$ cat src/rtl/fb_pkg.sv
// Shared framebuffer types: default geometry, 4:4:4 pixel word and arbiter grant encoding.
package fb_pkg;

    localparam int FB_AW = 19;
    localparam int FB_DW = 12;

    typedef struct packed {
        logic [3:0] r;
        logic [3:0] g;
        logic [3:0] b;
    } fb_pix_t;

    typedef enum logic [1:0] {
        GNT_NONE = 2'd0,
        GNT_RD   = 2'd1,
        GNT_WR   = 2'd2
    } fb_gnt_e;

endpackage

$ cat src/rtl/fb_lat_pipe.sv
// Read-issue flag delay line: valid trails issue by LAT cycles, load is one cycle earlier.
// No backpressure; async clear drops every read still in flight.
module fb_lat_pipe #(
    parameter int LAT = 1
) (
    input  logic clk,
    input  logic rst_n,
    input  logic issue,
    output logic load,
    output logic valid
);

    logic [LAT-1:0] sr;

    generate
        if (LAT == 1) begin : g_one
            always_ff @(posedge clk or negedge rst_n) begin
                if (!rst_n) sr <= '0;
                else        sr <= issue;
            end
            assign load = issue;
        end else begin : g_many
            always_ff @(posedge clk or negedge rst_n) begin
                if (!rst_n) sr <= '0;
                else        sr <= {sr[LAT-2:0], issue};
            end
            assign load = sr[LAT-2];
        end
    endgenerate

    assign valid = sr[LAT-1];

endmodule

$ cat src/rtl/fb_port_arbiter.sv
// Single-port framebuffer RAM arbiter: read-first grant, writer forced after WR_MAX_WAIT stalls.
// Grants are combinational, RAM strobes registered, read data 1+MEM_LAT cycles after grant.
module fb_port_arbiter
    import fb_pkg::*;
#(
    parameter int AW          = FB_AW,
    parameter int DW          = FB_DW,
    parameter int MEM_LAT     = 1,
    parameter int WR_MAX_WAIT = 16
) (
    input  logic          clk_i,
    input  logic          rstn_i,
    input  logic          rd_req_i,
    input  logic [AW-1:0] rd_addr_i,
    output logic          rd_gnt_o,
    output logic          rd_valid_o,
    output logic [DW-1:0] rd_data_o,
    input  logic          wr_req_i,
    input  logic [AW-1:0] wr_addr_i,
    input  logic [DW-1:0] wr_data_i,
    output logic          wr_gnt_o,
    output logic          mem_en_o,
    output logic          mem_we_o,
    output logic [AW-1:0] mem_addr_o,
    output logic [DW-1:0] mem_wdata_o,
    input  logic [DW-1:0] mem_rdata_i,
    output logic          starve_o
);

    localparam logic [7:0] WAIT_MAX = 8'(WR_MAX_WAIT);

    logic       run_q;
    logic [7:0] wait_q;
    logic [7:0] wait_d;
    logic       rd_load;
    fb_gnt_e    gnt;

    // run_q keeps grants off until the first edge after reset release
    always_comb begin
        gnt = GNT_NONE;
        if (run_q) begin
            if (starve_o) begin
                if (wr_req_i)      gnt = GNT_WR;
                else if (rd_req_i) gnt = GNT_RD;
            end else begin
                if (rd_req_i)      gnt = GNT_RD;
                else if (wr_req_i) gnt = GNT_WR;
            end
        end
    end

    assign rd_gnt_o = (gnt == GNT_RD);
    assign wr_gnt_o = (gnt == GNT_WR);

    always_comb begin
        wait_d = '0;
        if (run_q && wr_req_i && !wr_gnt_o) begin
            wait_d = (wait_q == WAIT_MAX) ? wait_q : wait_q + 8'd1;
        end
    end

    always_ff @(posedge clk_i or negedge rstn_i) begin
        if (!rstn_i) begin
            run_q       <= 1'b0;
            wait_q      <= '0;
            starve_o    <= 1'b0;
            mem_en_o    <= 1'b0;
            mem_we_o    <= 1'b0;
            mem_addr_o  <= '0;
            mem_wdata_o <= '0;
            rd_data_o   <= '0;
        end else begin
            run_q    <= 1'b1;
            wait_q   <= wait_d;
            starve_o <= (wait_d == WAIT_MAX);
            mem_en_o <= (gnt != GNT_NONE);
            mem_we_o <= (gnt == GNT_WR);
            case (gnt)
                GNT_RD: mem_addr_o <= rd_addr_i;
                GNT_WR: begin
                    mem_addr_o  <= wr_addr_i;
                    mem_wdata_o <= wr_data_i;
                end
                default: ;
            endcase
            if (rd_load) rd_data_o <= mem_rdata_i;
        end
    end

    fb_lat_pipe #(
        .LAT (MEM_LAT)
    ) u_lat_pipe (
        .clk   (clk_i),
        .rst_n (rstn_i),
        .issue (mem_en_o & ~mem_we_o),
        .load  (rd_load),
        .valid (rd_valid_o)
    );

endmodule

$ cat config.mk
export PLATFORM = sky130hd
export DESIGN_NAME = fb_port_arbiter
export DESIGN_NICKNAME = d
export VERILOG_FILES = /design/src/rtl/fb_pkg.sv /design/src/rtl/fb_lat_pipe.sv /design/src/rtl/fb_port_arbiter.sv
export SDC_FILE = /design/constraint.sdc
export NUM_CORES = 1
export LEC_CHECK = 0
export BUFFER_PORTS_ARGS = -buffer_cell sky130_fd_sc_hd__buf_2
export CAP_MARGIN = 20
export CELL_PAD_IN_SITES_DETAIL_PLACEMENT = 0
export CELL_PAD_IN_SITES_GLOBAL_PLACEMENT = 2
export CORE_UTILIZATION = 30
export CTS_CLUSTER_SIZE = 24
export DETAILED_ROUTE_END_ITERATION = 6
export PLACE_DENSITY_LB_ADDON = 0.1
export SLEW_MARGIN = 15
export SYNTH_ARGS = -nofsm -noshare
export SYNTH_HDL_FRONTEND = slang
export SYNTH_SLANG_ARGS = --single-unit
$ cat constraint.sdc
create_clock -name clk_i -period 3.3 [get_ports clk_i]
set_clock_uncertainty 0.2 [all_clocks]
set_input_delay 0.825 -clock clk_i [delete_from_list [all_inputs] [get_ports clk_i]]
set_output_delay 0.825 -clock clk_i [all_outputs]
set_load 0.01 [all_outputs]
==> results of run 1 <==
[cell families after synthesis]
group	share of synthesized area, %
flip-flops	57.2
XOR/XNOR	2.50
buffers and inverters	2.60
AO/OA/AOI/OAI	5.41
adder cells (fa/ha/maj)	2.55
multiplexers	19.6
AND/OR/NAND/NOR	10.0
other	0.153
[cell usage after synthesis (2+ instances only)]
library cell	instances
or3_1	3
nand2_1	2
and3_1	3
buf_2	3
nor2_1	28
ha_1	5
nand3_1	5
buf_1	3
xor2_1	3
xnor2_1	4
clkbuf_1	4
mux2i_1	21
mux2_2	24
a21oi_1	19
dfrtp_1	56
inv_1	6
[final timing paths]
check	cells after the start	from	endpoint	slack, ps
worst max-delay path	6	wr_req_i	wr_gnt_o	530
worst min-delay path	2	rstn_i	rd_data_o[3]$_DFFE_PN0P_	300
worst max register to register	6	run_q$_DFF_PN0_	mem_wdata_o[0]$_DFFE_PN0P_	1150
worst min register to register	1	mem_wdata_o[11]$_DFFE_PN0P_	mem_wdata_o[11]$_DFFE_PN0P_	310
max in group asynchronous	2	rstn_i	mem_addr_o[10]$_DFFE_PN0P_	2350
min in group clk_i	1	mem_wdata_o[11]$_DFFE_PN0P_	mem_wdata_o[11]$_DFFE_PN0P_	310
[worst max-delay path, stage by stage]
cell and delay (ps):
buf_2 90, nand2_1 60, a21o_1 180, inv_1 60, ha_2 320, buf_2 200
[through the flow]
step                      instance area (sq um)  hold slack, ps  setup WS, ps  instances
after CTS                                  3240             304           516        420
after global routing                       3240             297           436        420
final                                      3240             297           534        420
after detailed placement                   3150             291           518        412
after floorplan                            2450             329           794        202
after global placement                     3150             284           547        412
[state kept, by name, summed over array words and instances (netlist names)]
signal and cells:
mem_addr_o 19, mem_en_o 1, mem_wdata_o 12, mem_we_o 1, rd_data_o 12, run_q 1
starve_o 1, u_lat_pipe.valid 1, wait_q 8
[area by class of cell]
type                       instances  share of cell area, %
clock buffer                       5                   2.12
clock inverter                     3                  0.656
inverter                           6                  0.694
multi-input combinational        130                   30.5
sequential                        56                   43.2
tap                              102                   3.94
timing repair buffer             118                   18.9
[power breakdown]
group          switching (mW)  internal (mW)  total, mW
logic                   0.184          0.180      0.364
clock network           0.226          0.151      0.377
registers              0.0477          0.789      0.837
[layer usage]
metal / share of wire (%) / track usage (%) / up-vias
met5: 0 / 0 / -
met2: 48 / 21.7 / 61
met1: 44 / 16.4 / 855
li1: - / - / 918
met4: 1.7 / 4.04 / 0
met3: 5.8 / 2.96 / 7
==> results.ini, run 1 <==
[run_status]
status=finished, final reports clean

[route]
viasPerCell=4.38
wire_per_inst_um=12.5
drt_iter0_markers=56
drc=0
antenna_left=0
via_count=1841
first_pass_iters=4
totalWireLength_um=5270

[finish]
layout_common_cells=buf_2 (114), dfrtp_1 (56), nor2_1 (28)
final_util_pct=41.5
syn_to_final_growth_pct=32.3
regArea_sq_um=1400
final_nets=388
final_common_cell=buf_2
layout-drive-gt1-share_pct=49.1
fill_cells=777
multiInputGateArea_sq_um=988
insertedDiodeCount=0

[floorplan]
die_h_um=92.4
die_area_sq_um=8540
ios=115
initial_core_util_pct=31.4
die_w_um=92.4
core_area_sq_um=7810
rows=32

[yosys]
async_flop_share_pct=100
ys.flop_type=dfrtp_1
synth_top_area_cell=dfrtp_1
synth_nets=273
syn_inst=202
syn_area_sq_um=2450
synth_top_cell_area_share_pct=57.2
ys_seq_elements=56
synth_seq_area_share_pct=57.2
avgSynthCellArea_sq_um=12.1
synth_area_leaders=dfrtp_1 (57%), mux2_2 (11%), mux2i_1 (8.6%), nor2_1 (4.3%), a21oi_1 (3.9%)
synth_cell_types=29
synth_edf_count=0
ys_warn_count=0

[global_route]
grt_pass1_vias=1856
grt_pass1_wl_um=8750
grt-ovfl-total=0
antenna_found_initial=0
grtUsageTotal_pct=12.9
grt_max_degree=57

[worst_setup_path]
worst_setup_path_start_kind=input port
crit_required_ps=2270
worstSetupEndpointType=output pin
critPathMaxFanout=9
critPathKind=input port to output pin
cp.arrival_ps=1740

[clock_tree]
postCtsHoldBufs=0
htree_num_levels=2
cts.clk_slew.worst_paths_ps=110
cts_buffers=5
clk_path_buf_depth=2
cts_setup_buffers=0
clkSinkCount=56
cts_resized=0
clkLatencyLatePin_ps=310
cts-root-buf=clkbuf_8
cts_tree=done

[hold_path]
holdCritPathClass=input port to async pin

[sta]
setup_viol=0
hold_viol=0
slew_violations=0
fmax_mhz=362
final.setup.tns_ps=0
min_period_ps=2770
fin_crit_sh_pct=83.8
rsz0062_at_grt=false

[pwr]
p_per_area_nw_per_um2=486
finalPower_mw=1.58
irDropWorstVdd_v=0.000187
p_leak_nw=1.56

[place]
hpwl_um=3880
numPortBuffers=114
gp_congestion=0.719

[flow_run]
max_cap_viol_count=0

Power figures use the tool's default switching activity.
==> inputs of run 2 (changes only) <==
ABC_AREA = 1   (was not set)
CORE_UTILIZATION = 25   (was 30)
clock period = 2.55 ns   (was 3.3 ns; I/O delays follow)
==> run 2 against run 1 <==
Via count up 20%. Clock power increased by 72%. Worst hold slack got worse by 180 ps. Synthesized area rose by 1.2%. Sequential share of layout area is 1.2 points lower. Flip-flop and latch count did not move. Synthesized cell count is 48% higher. Critical path depth decreased by 1. Largest cell class unchanged. Highest routed layer unchanged.
==> results.ini, run 2 <==
[flow_run]
max_cap_viol_count=0  ; unchanged

[clock_tree]
cts_tree=done  ; unchanged
htree_num_levels=2  ; unchanged
clk_path_buf_depth=2  ; unchanged
postCtsHoldBufs=0  ; unchanged
cts.clk_slew.worst_paths_ps=110  ; about the same
clkLatencyLatePin_ps=310  ; about the same
clkSinkCount=56  ; unchanged
cts-root-buf=clkbuf_8  ; unchanged
cts_resized=0  ; unchanged
cts_setup_buffers=0  ; unchanged
cts_buffers=5  ; unchanged

[pwr]
p_per_area_nw_per_um2=654  ; was 486 nW/um^2
internal_power_mw=1.56  ; was 1.12 mW
p_leak_nw=1.85  ; was 1.56 nW
power_switching_mw=0.625  ; was 0.457 mW
seqPwrFrac_pct=49.4  ; was 53.0%
netSwitchingFraction_pct=28.6  ; was 29.0%
clockPowerShare_pct=29.7  ; was 23.9%
irDropWorstVdd_v=0.000228  ; was 0.000187 V
combPwrFrac_pct=20.9  ; was 23.1%

[yosys]
ys_warn_count=0  ; unchanged
ys.flop_type=dfrtp_1  ; unchanged
synth_top_cell_area_share_pct=56.5  ; was 57.2%
async_flop_share_pct=100  ; unchanged
syn_area_sq_um=2480  ; was 2450 sq um
synth_area_leaders=dfrtp_1 (57%), nand2_1 (20%), a31oi_1 (4.8%), nor2_1 (3.9%), inv_1 (3.2%)  ; was dfrtp_1 (57%), mux2_2 (11%), mux2i_1 (8.6%), nor2_1 (4.3%), a21oi_1 (3.9%)
synth_cell_types=23  ; was 29
synth_edf_count=0  ; unchanged
synth_nets=370  ; was 273
syn_inst=299  ; was 202
synth_commonest_cells=nand2_1 (132), dfrtp_1 (56), nor2_1 (26)  ; was dfrtp_1 (56), nor2_1 (28), mux2_2 (24)
synth_top_area_cell=dfrtp_1  ; unchanged
ys_seq_elements=56  ; unchanged
synth_most_common_cell=nand2_1  ; was dfrtp_1
avgSynthCellArea_sq_um=8.29  ; was 12.1 sq um
synth_seq_area_share_pct=56.5  ; was 57.2%

[place]
hpwl_um=4900  ; was 3880 um
pre_cts_ws_ps=219  ; was 518 ps
placed_area_sq_um=3210  ; was 3150 sq um
numPortBuffers=114  ; unchanged
gp_congestion=0.697  ; was 0.719

[global_route]
grt_pass1_wl_um=10600  ; was 8750 um
grt-ovfl-total=0  ; unchanged
antenna_found_initial=0  ; unchanged
grtUsageTotal_pct=13.3  ; was 12.9%
grt_pass1_vias=2066  ; was 1,856
grt_max_degree=39  ; was 57

[route]
first_pass_iters=4  ; unchanged
drt_iter0_markers=46  ; was 56
via_count=2208  ; was 1,841
viasPerCell=4.07  ; was 4.38
wire_per_inst_um=12.4  ; was 12.5 um
totalWireLength_um=6720  ; was 5270 um
drc=0  ; unchanged
antenna_left=0  ; unchanged

[sta]
setup_viol=0  ; unchanged
rsz0062_at_grt=false  ; unchanged
final.setup.tns_ps=0  ; unchanged
fin_crit_sh_pct=92.1
slew_violations=0  ; unchanged
min_period_ps=2350
slew_headroom_pct=40.1
hold_viol=0  ; unchanged
worst_slack_ps=200  ; was 534 ps
fmax_mhz=426
worst_pin_slew_ps=895

[worst_setup_path]
r2r_slack_ps=520  ; was 1150 ps
rr_startpoint=mem_we_o$_DFF_PN0_  ; was run_q$_DFF_PN0_
rr_worst_depth=4  ; was 6
worstSetupEndpointType=output pin  ; unchanged
cpMaxStageDelayCell=dfrtp_1  ; was ha_2
r2r-end=rd_data_o[1]$_DFFE_PN0P_  ; was mem_wdata_o[0]$_DFFE_PN0P_
cp.arrival_ps=1510  ; was 1740 ps
path_cells=clkinv_1, a211oi_1, inv_1, ha_1, buf_2  ; was buf_2, nand2_1, a21o_1, inv_1, ha_2, buf_2
max_stage_delay_ps=380  ; was 320 ps
crit_required_ps=1710  ; was 2270 ps
critPathKind=flip-flop to output pin  ; was input port to output pin
timing.critical_path.from=run_q$_DFF_PN0_  ; was wr_req_i
worst_setup_path_start_kind=flip-flop  ; was input port
critPathCapture=rd_gnt_o  ; was wr_gnt_o
critPathMaxFanout=2  ; was 9

[floorplan]
ios=115  ; unchanged
die_w_um=102  ; was 92.4 um
core_area_sq_um=9420  ; was 7810 sq um
rows=35  ; was 32
initial_core_util_pct=26.3  ; was 31.4%
die_area_sq_um=10300  ; was 8540 sq um
die_h_um=102  ; was 92.4 um

[finish]
syn_to_final_growth_pct=34.5  ; was 32.3%
insertedDiodeCount=0  ; unchanged
final_nets=483  ; was 388
largestRegisters=mem_addr_o: 19 flops, mem_wdata_o: 12 flops, rd_data_o: 12 flops  ; unchanged
final_area_sq_um=3340  ; was 3240 sq um
layout_common_cells=nand2_1 (132), buf_2 (114), dfrtp_1 (56)  ; was buf_2 (114), dfrtp_1 (56), nor2_1 (28)
largest_reg_flops=19  ; unchanged
final_common_cell=nand2_1  ; was buf_2
top_register=mem_addr_o  ; unchanged
layout-drive-gt1-share_pct=32.9  ; was 49.1%

[run_status]
status=finished, final reports clean  ; unchanged

[hold_path]
holdCritPathClass=input port to async pin  ; unchanged

## run 2: worst max-delay path: cells and delay by family, from the launching register on
kind                       cells  cell delay, ps
buffers and inverters          3             370
adders and majority gates      1             190
DFF                            1             380
AOI/OAI and AO/OA              1             270
## run 2: how the worst min path moves through the flow
stage | from | slack, ps | cells past startpoint | endpoint
floorplan | rstn_i | 140 | 0 | mem_addr_o[0]$_DFFE_PN0P_
global placement | mem_wdata_o[0]$_DFFE_PN0P_ | 250 | 2 | mem_wdata_o[0]$_DFFE_PN0P_
detailed placement | mem_wdata_o[2]$_DFFE_PN0P_ | 250 | 2 | mem_wdata_o[2]$_DFFE_PN0P_
CTS | rstn_i | 130 | 1 | mem_addr_o[5]$_DFFE_PN0P_
global route | rstn_i | 150 | 1 | mem_addr_o[9]$_DFFE_PN0P_
finish | rstn_i | 120 | 1 | mem_addr_o[10]$_DFFE_PN0P_
## run 2: layout make-up
cell class | instances | area (sq um)
Multi-Input combinational cell | 203 | 912
Fill cell | 1026 | 6080
Sequential cell | 56 | 1400
Clock inverter | 1 | 30.0
Tap cell | 129 | 161
Clock buffer | 7 | 96.3
Inverter | 27 | 101
Timing Repair Buffer | 119 | 633
## run 2: per-layer routing
layer / wire (um) / part of all wire, % / track usage, % / up-vias
met5: 0 / 0 / 0 / -
met3: 516 / 7.7 / 3.73 / 6
li1: - / - / - / 1143
met4: 77 / 1.1 / 4.01 / 0
met1: 3210 / 48 / 18.5 / 983
met2: 2920 / 43 / 20.2 / 76
## run 2: cell families after synthesis
family	count (synthesis)	share of synthesized area [%]
buffers and inverters	40	6.71
XOR/XNOR	3	1.06
flip-flops	56	56.5
AND/OR/NAND/NOR	172	27.4
adder cells (fa/ha/maj)	5	2.52
AO/OA/AOI/OAI	22	5.65
other	1	0.151
## run 2: power groups by stage
stage | Clock [mW] | Combinational (mW) | Sequential, mW
floorplan | 0 | 0.159 | 1.16
global route | 0.713 | 0.516 | 1.10
finish | 0.648 | 0.456 | 1.08
detailed placement | 0 | 0.470 | 1.09
CTS | 0.676 | 0.468 | 1.08
global placement | 0 | 0.469 | 1.09
## run 2: through the flow
step	hold WS, ps	instances	total power, mW	utilization [%]
final	115	542	2.18	35.4
after global routing	148	542	2.32	35.4
after CTS	126	542	2.22	35.4
after detailed placement	253	534	1.56	34.1
after global placement	249	534	1.56	34.1
after floorplan	142	299	1.31	-
